### src/rtl/sincos_pkg.sv
// Shared types and constants for the iterative CORDIC sin/cos unit.
// SINCOS_FLOAT_OUT_EN selects IEEE-754 single outputs and adds the CONV state.
package sincos_pkg;

`ifdef SINCOS_FLOAT_OUT_EN
    localparam bit FLOAT_OUT = 1'b1;
    typedef enum logic [1:0] {S_IDLE, S_ROT, S_FIX, S_CONV} state_t;
`else
    localparam bit FLOAT_OUT = 1'b0;
    typedef enum logic [1:0] {S_IDLE, S_ROT, S_FIX} state_t;
`endif

    // Aggregate CORDIC gain compensation, 0.6072529350 in Q1.30.
    localparam logic [31:0] CORDIC_K = 32'h26DD_3B6A;

    // atan(2^-i) in turns scaled by 2^32; MSB-aligned with the phase word.
    localparam logic [31:0] ATAN_TBL [0:29] = '{
        32'h2000_0000, 32'h12E4_051D, 32'h09FB_385B, 32'h0511_11D4,
        32'h028B_0D43, 32'h0145_D7E1, 32'h00A2_F61E, 32'h0051_7C55,
        32'h0028_BE53, 32'h0014_5F2E, 32'h000A_2F98, 32'h0005_17CC,
        32'h0002_8BE6, 32'h0001_45F3, 32'h0000_A2F9, 32'h0000_517C,
        32'h0000_28BE, 32'h0000_145F, 32'h0000_0A2F, 32'h0000_0517,
        32'h0000_028B, 32'h0000_0145, 32'h0000_00A2, 32'h0000_0051,
        32'h0000_0028, 32'h0000_0014, 32'h0000_000A, 32'h0000_0005,
        32'h0000_0002, 32'h0000_0001
    };

    localparam int FP_BIAS   = 127;
    localparam int FP_EXP_W  = 8;
    localparam int FP_MANT_W = 23;

endpackage

### src/rtl/fx_to_fp32.sv
// Combinational Q1.(WIDTH-2) signed fixed point to IEEE-754 single converter.
// Mantissa is truncated; only instanced when SINCOS_FLOAT_OUT_EN is defined.
module fx_to_fp32
    import sincos_pkg::*;
#(
    parameter int WIDTH = 32
) (
    input  logic [WIDTH-1:0] fx,
    output logic [31:0]      fp
);
    logic                sign;
    logic [WIDTH-1:0]    mag;
    logic [5:0]          msb;
    logic [63:0]         norm;
    logic [FP_EXP_W-1:0] expo;

    // NOTE: every always_comb output is assigned a default first so no latch is inferred.
    always_comb begin
        sign = fx[WIDTH-1];
        mag  = sign ? (~fx + 1'b1) : fx;
        msb  = '0;
        for (int i = 0; i < WIDTH; i++) begin
            if (mag[i]) msb = 6'(i);
        end
        // Leading one lands on bit 63; the next 23 bits are the mantissa.
        norm = {mag, {(64 - WIDTH){1'b0}}} << (6'(WIDTH - 1) - msb);
        expo = FP_EXP_W'(FP_BIAS + int'(msb) - (WIDTH - 2));
        fp   = (mag == '0) ? '0 : {sign, expo, norm[62 -: FP_MANT_W]};
    end

endmodule

### src/rtl/cordic_sincos.sv
// Iterative CORDIC sine/cosine: one micro-rotation per cycle, quadrant fold at the end.
// Define SINCOS_FLOAT_OUT_EN for IEEE-754 single outputs (extra CONV cycle).
module cordic_sincos
    import sincos_pkg::*;
#(
    parameter  int WIDTH = 32,
    parameter  int ITER  = 24,
    parameter  int GUARD = 2,
    localparam int RES_W = FLOAT_OUT ? 32 : WIDTH
) (
    input  logic             clk,
    input  logic             rst,
    input  logic             start,
    input  logic [WIDTH-1:0] phase,
    output logic             ready,
    output logic             busy,
    output logic             done,
    output logic [RES_W-1:0] sine_result,
    output logic [RES_W-1:0] cosine_result
);
    localparam int IW = WIDTH + GUARD;
    typedef logic signed [IW-1:0] dp_t;
    localparam dp_t DP_MIN = {1'b1, {(IW - 1){1'b0}}};
    localparam dp_t DP_MAX = {1'b0, {(IW - 1){1'b1}}};

    function automatic dp_t align32(input logic [31:0] v);
        logic [63:0] t;
        t = {v, 32'd0};
        return dp_t'(t[63 -: IW]);
    endfunction

    function automatic dp_t neg_sat(input dp_t v);
        return (v == DP_MIN) ? DP_MAX : -v;
    endfunction

    // Drop the guard LSBs with round-half-up (add half an output LSB, then shift).
    function automatic logic [WIDTH-1:0] round_drop(input dp_t v);
        logic signed [IW:0] t;
        t = $signed({v[IW-1], v}) + $signed((IW + 1)'((1 << GUARD) >> 1));
        t = t >>> GUARD;
        return t[WIDTH-1:0];
    endfunction

    state_t     state;
    logic [1:0] quad;
    logic [4:0] cnt;
    dp_t        x, y, z;
    dp_t        x_nxt, y_nxt, z_nxt, atan_i;
    dp_t        sin_fold, cos_fold;
    logic       dir_pos;

    always_comb begin
        dir_pos = ~z[IW-1];
        atan_i  = align32(ATAN_TBL[cnt]);
        x_nxt   = dir_pos ? x - (y >>> cnt) : x + (y >>> cnt);
        y_nxt   = dir_pos ? y + (x >>> cnt) : y - (x >>> cnt);
        z_nxt   = dir_pos ? z - atan_i : z + atan_i;
    end

    always_comb begin
        cos_fold = x;
        sin_fold = y;
        case (quad)
            2'd1:    begin cos_fold = neg_sat(y); sin_fold = x;          end
            2'd2:    begin cos_fold = neg_sat(x); sin_fold = neg_sat(y); end
            2'd3:    begin cos_fold = y;          sin_fold = neg_sat(x); end
            default: begin cos_fold = x;          sin_fold = y;          end
        endcase
    end

`ifdef SINCOS_FLOAT_OUT_EN
    logic [WIDTH-1:0] sin_fx, cos_fx;
    logic [31:0]      sin_fp, cos_fp;

    fx_to_fp32 #(.WIDTH(WIDTH)) u_sin_fp (.fx(sin_fx), .fp(sin_fp));
    fx_to_fp32 #(.WIDTH(WIDTH)) u_cos_fp (.fx(cos_fx), .fp(cos_fp));
`endif

    always_ff @(posedge clk) begin
        if (rst) begin
            state         <= S_IDLE;
            ready         <= 1'b1;
            busy          <= 1'b0;
            done          <= 1'b0;
            sine_result   <= '0;
            cosine_result <= '0;
            cnt           <= '0;
            quad          <= '0;
            // NOTE: datapath registers are reset too so an aborted run leaves no stale X/Y/Z.
            x             <= '0;
            y             <= '0;
            z             <= '0;
`ifdef SINCOS_FLOAT_OUT_EN
            sin_fx        <= '0;
            cos_fx        <= '0;
`endif
        end else begin
            done <= 1'b0;
            case (state)
                S_IDLE: begin
                    if (start) begin
                        quad  <= phase[WIDTH-1 -: 2];
                        z     <= dp_t'({2'b00, phase[WIDTH-3:0]}) << GUARD;
                        x     <= align32(CORDIC_K);
                        y     <= '0;
                        cnt   <= '0;
                        state <= S_ROT;
                        ready <= 1'b0;
                        busy  <= 1'b1;
                    end
                end
                S_ROT: begin
                    x   <= x_nxt;
                    y   <= y_nxt;
                    z   <= z_nxt;
                    cnt <= cnt + 5'd1;
                    if (cnt == 5'(ITER - 1)) state <= S_FIX;
                end
`ifdef SINCOS_FLOAT_OUT_EN
                S_FIX: begin
                    sin_fx <= round_drop(sin_fold);
                    cos_fx <= round_drop(cos_fold);
                    state  <= S_CONV;
                end
                S_CONV: begin
                    sine_result   <= sin_fp;
                    cosine_result <= cos_fp;
                    done          <= 1'b1;
                    ready         <= 1'b1;
                    busy          <= 1'b0;
                    state         <= S_IDLE;
                end
`else
                S_FIX: begin
                    sine_result   <= round_drop(sin_fold);
                    cosine_result <= round_drop(cos_fold);
                    done          <= 1'b1;
                    ready         <= 1'b1;
                    busy          <= 1'b0;
                    state         <= S_IDLE;
                end
`endif
                default: begin
                    state <= S_IDLE;
                    ready <= 1'b1;
                    busy  <= 1'b0;
                end
            endcase
        end
    end

endmodule

### config.mk
export PLATFORM = sky130hd
export DESIGN_NAME = cordic_sincos
export DESIGN_NICKNAME = d
export VERILOG_FILES = /design/src/rtl/sincos_pkg.sv /design/src/rtl/fx_to_fp32.sv /design/src/rtl/cordic_sincos.sv
export SDC_FILE = /design/constraint.sdc
export NUM_CORES = 1
export LEC_CHECK = 0
export BUFFER_PORTS_ARGS = -buffer_cell sky130_fd_sc_hd__buf_2
export CAP_MARGIN = 20
export CORE_ASPECT_RATIO = 0.8
export CORE_MARGIN = 5
export CORE_UTILIZATION = 50
export CTS_CLUSTER_SIZE = 40
export DETAILED_ROUTE_END_ITERATION = 8
export MAX_ROUTING_LAYER = met4
export PLACE_DENSITY = 0.69
export SYNTH_ARGS = -nofsm -noshare
export SYNTH_HDL_FRONTEND = slang
export SYNTH_SLANG_ARGS = --single-unit
export TNS_END_PERCENT = 10
### constraint.sdc
create_clock -name clk -period 13 [get_ports clk]
set_input_delay 2.6 -clock clk [delete_from_list [all_inputs] [get_ports clk]]
set_output_delay 2.6 -clock clk [all_outputs]
set_load 0.02 [all_outputs]
==> impl_metrics.toml <==
[setup_path]
crit_slowest_cell = "dfxtp_4"
crit_type = "reg -> reg"
critPathMaxFanout = 47
crit_path_frequent_cell = "o21ai_0"
cp.arrival_ns = 8.82
crit_chain = "inv_2 -> ha_1 -> nor2b_1 -> nand2_1 -> o21ai_0 -> a22oi_1 -> nand2b_1 -> nor2_1 -> nand3_1 -> nor2_1 -> a31o_2 -> xnor2_1 -> ha_1 -> a21o_1 -> a211o_1 -> a2111oi_0 -> o21ai_0 -> a21oi_1 -> o21ai_0 -> a21oi_1 -> o21ai_0 -> a311o_1 -> a21oi_1 -> o211a_1"
crit_family = "compound AO/OA/AOI/OAI gates"
cp.required_ns = 13.44
crit_buf_inv = 1
max_stage_delay_ns = 0.75
end_kind = "flop"
start_kind = "flop"

[timing]
setup_viol = 0
drv_slew = 0
fin_skew_ns = 0.0149
fmax_ghz = 0.119
worst_pin_slew_ns = 1.22
fin_crit_ns = 8.38
layout_worst_path_cycle_share_pct = 64.5
tns_ns = 0
slew_headroom_pct = 18.0
worst_slack_ns = 4.62
rsz0062_at_grt = "no"
whs_ns = 0.456
final_hold_viol_count = 0

[power]
power_density_nw_per_um2 = 245
power_mw = 6.20
power_leakage_nw = 9.83
vdd_drop_max_uv = 228

[status]
violations = "design-rule violations"
status = "finished with violations"

[cts]
cts_setup_buffers = 0
insertion_delay_ns = 0.50
htree_levels = 4
cts_buffers = 17
cts_root_buffer = "clkbuf_16"
cts_tree = "built"
clock-sinks = 176
clkTransAtPathRegs_ns = 0.09
cts_buffer_depth = 2
ctsHoldBuffers = 0
cts.repair.resized = 0

[job]
maxCapViolCount = 0

[finish]
nets = 3273
multiInputGateArea_um2 = 19000
layout-drive-gt1-share_pct = 13.1
regArea_um2 = 3550
num-fill-cells = 4605
syn_to_final_growth_pct = 6.08
final_core_util_pct = 53.6

[yosys]
async_flop_share_pct = 0
synth.cell_area_um2 = 23800
synth-edff-count = 0
syn_inst = 3203
yosysSeqAreaShare_pct = 14.8
synth_seq_cells = 176
yosys_warnings = 0
syn_nets = 3352
synth_ff_type = "dfxtp_1"
yosys.cell_types.count = 95
postSynthAreaPerCell_um2 = 7.43

[route]
vias_per_cell = 7.15
wl_per_cell_um = 27.5
drc = 2
drt_iter0_markers = 3964
routed_wl_um = 103000
drtPass1Iterations = 9
vias = 26900
antenna_left = 0

[die]
die_w_um = 254
rows = 71
dieArea_um2 = 52100
die_h_um = 205
io_pins = 102
initial_utilization_pct = 50.6
core_area_um2 = 47100

[grt]
grt_pass1_vias = 24200
track_usage_pct = 39.2
antenna_found_initial = 4
grt-ovfl-total = 0
grt_max_degree = 94
grt_pass1_wl_um = 153000

[place]
gp_routability_congestion = 1.10
hpwlAfterDp_um = 76500
port_buffers = 101
place_ws_ns = 5.11

[min_path]
hold_class = "reg -> reg"
[logic make-up after synthesis]
family	count (synthesis)	synth area share [%]
adders and majority gates	114	6.09
muxes	216	13.4
xor gates and xnor gates	255	9.38
buffers and inverters	345	5.62
AOI/OAI and AO/OA	970	27.8
and+or+nand+nor	1127	23.0
DFF	176	14.8
[cells in the final DEF, fill, tap and decap left out, types with 76 or more instances in the layout]
cell type	synthesis	final
nand2_1	332	332
nor2_1	303	301
a21oi_1	236	236
dfxtp_1	176	168
o21ai_0	153	153
xnor2_1	141	141
xor2_1	114	114
ha_1	111	111
buf_2	21	100
mux2i_1	87	87
nor3_1	86	85
a211oi_1	82	82
mux4_2	76	76
nand3_1	76	76
buf_4	0	76
[per-layer routing]
layer | GRT usage (%) | vias up | share of wire, %
met4 | 11.2 | 0 | 3.1
li1 | - | 11800 | -
met3 | 17.0 | 262 | 16
met5 | - | - | 0
met1 | 56.8 | 12800 | 44
met2 | 48.1 | 2012 | 37
[synth_stat cells, drive strengths merged (63+ instances only)]
master    n  area (um^2)
buf      63          278
xnor2   141         1230
nand2   332         1250
xor2    114          998
clkbuf  215          808
a21oi   238         1200
a211oi   82          616
mux4     76         1710
nor3     87          440
dfxtp   176         3520
inv      65          244
nor2    303         1140
ha      111         1390
o21ai   157          786
nand3    77          390
mux2i    87          871
[per-stage QoR]
step | instance area (um^2) | cells
after CTS | 25200 | 3753
after global routing | 25300 | 3759
after global placement | 24600 | 3721
after floorplan | 23800 | 3203
final | 25300 | 3759
after detailed placement | 24700 | 3722
[report_power, final]
| part | switching, mW | internal [mW] |
|---|---|---|
| sequential | 0.279 | 0.622 |
| combinational | 2.88 | 1.88 |
| clock | 0.272 | 0.267 |
| total | 3.43 | 2.76 |
[area by class of cell]
cell class | count | share of cell area (%)
tap | 620 | 3.07
multi-input combinational | 2682 | 75.2
clock buffer | 18 | 1.70
sequential | 176 | 14.0
clock inverter | 13 | 0.515
inverter | 67 | 0.996
timing repair buffer | 180 | 4.44
antenna | 3 | 0.0297
[path summary, 6_finish.rpt]
| path | startpoint | end | slack (ns) | cells after the start |
|---|---|---|---|---|
| worst max-delay path | cnt[0] | z[33] | 4.62 | 24 |
| worst min-delay path | cosine_result[7] | cosine_result[7] | 0.46 | 2 |
| worst max register to register | cnt[0] | z[33] | 4.62 | 24 |
| worst min register to register | cosine_result[7] | cosine_result[7] | 0.46 | 2 |
[flip-flops by register name (all words and copies together) (netlist names)]
| register | flops |
|---|---|
| busy | 1 |
| cnt | 5 |
| cosine_result | 32 |
| done | 1 |
| quad | 2 |
| ready | 1 |
| sine_result | 32 |
| state | 2 |
| x | 34 |
| y | 34 |
| z | 32 |
[worst min-delay path, cell delays in order (launching register included)]
cell and delay [ns]:
dfxtp_1 0.31, nand2_1 0.05, a21oi_1 0.05
Note: power is estimated with default switching activity, not from simulation.
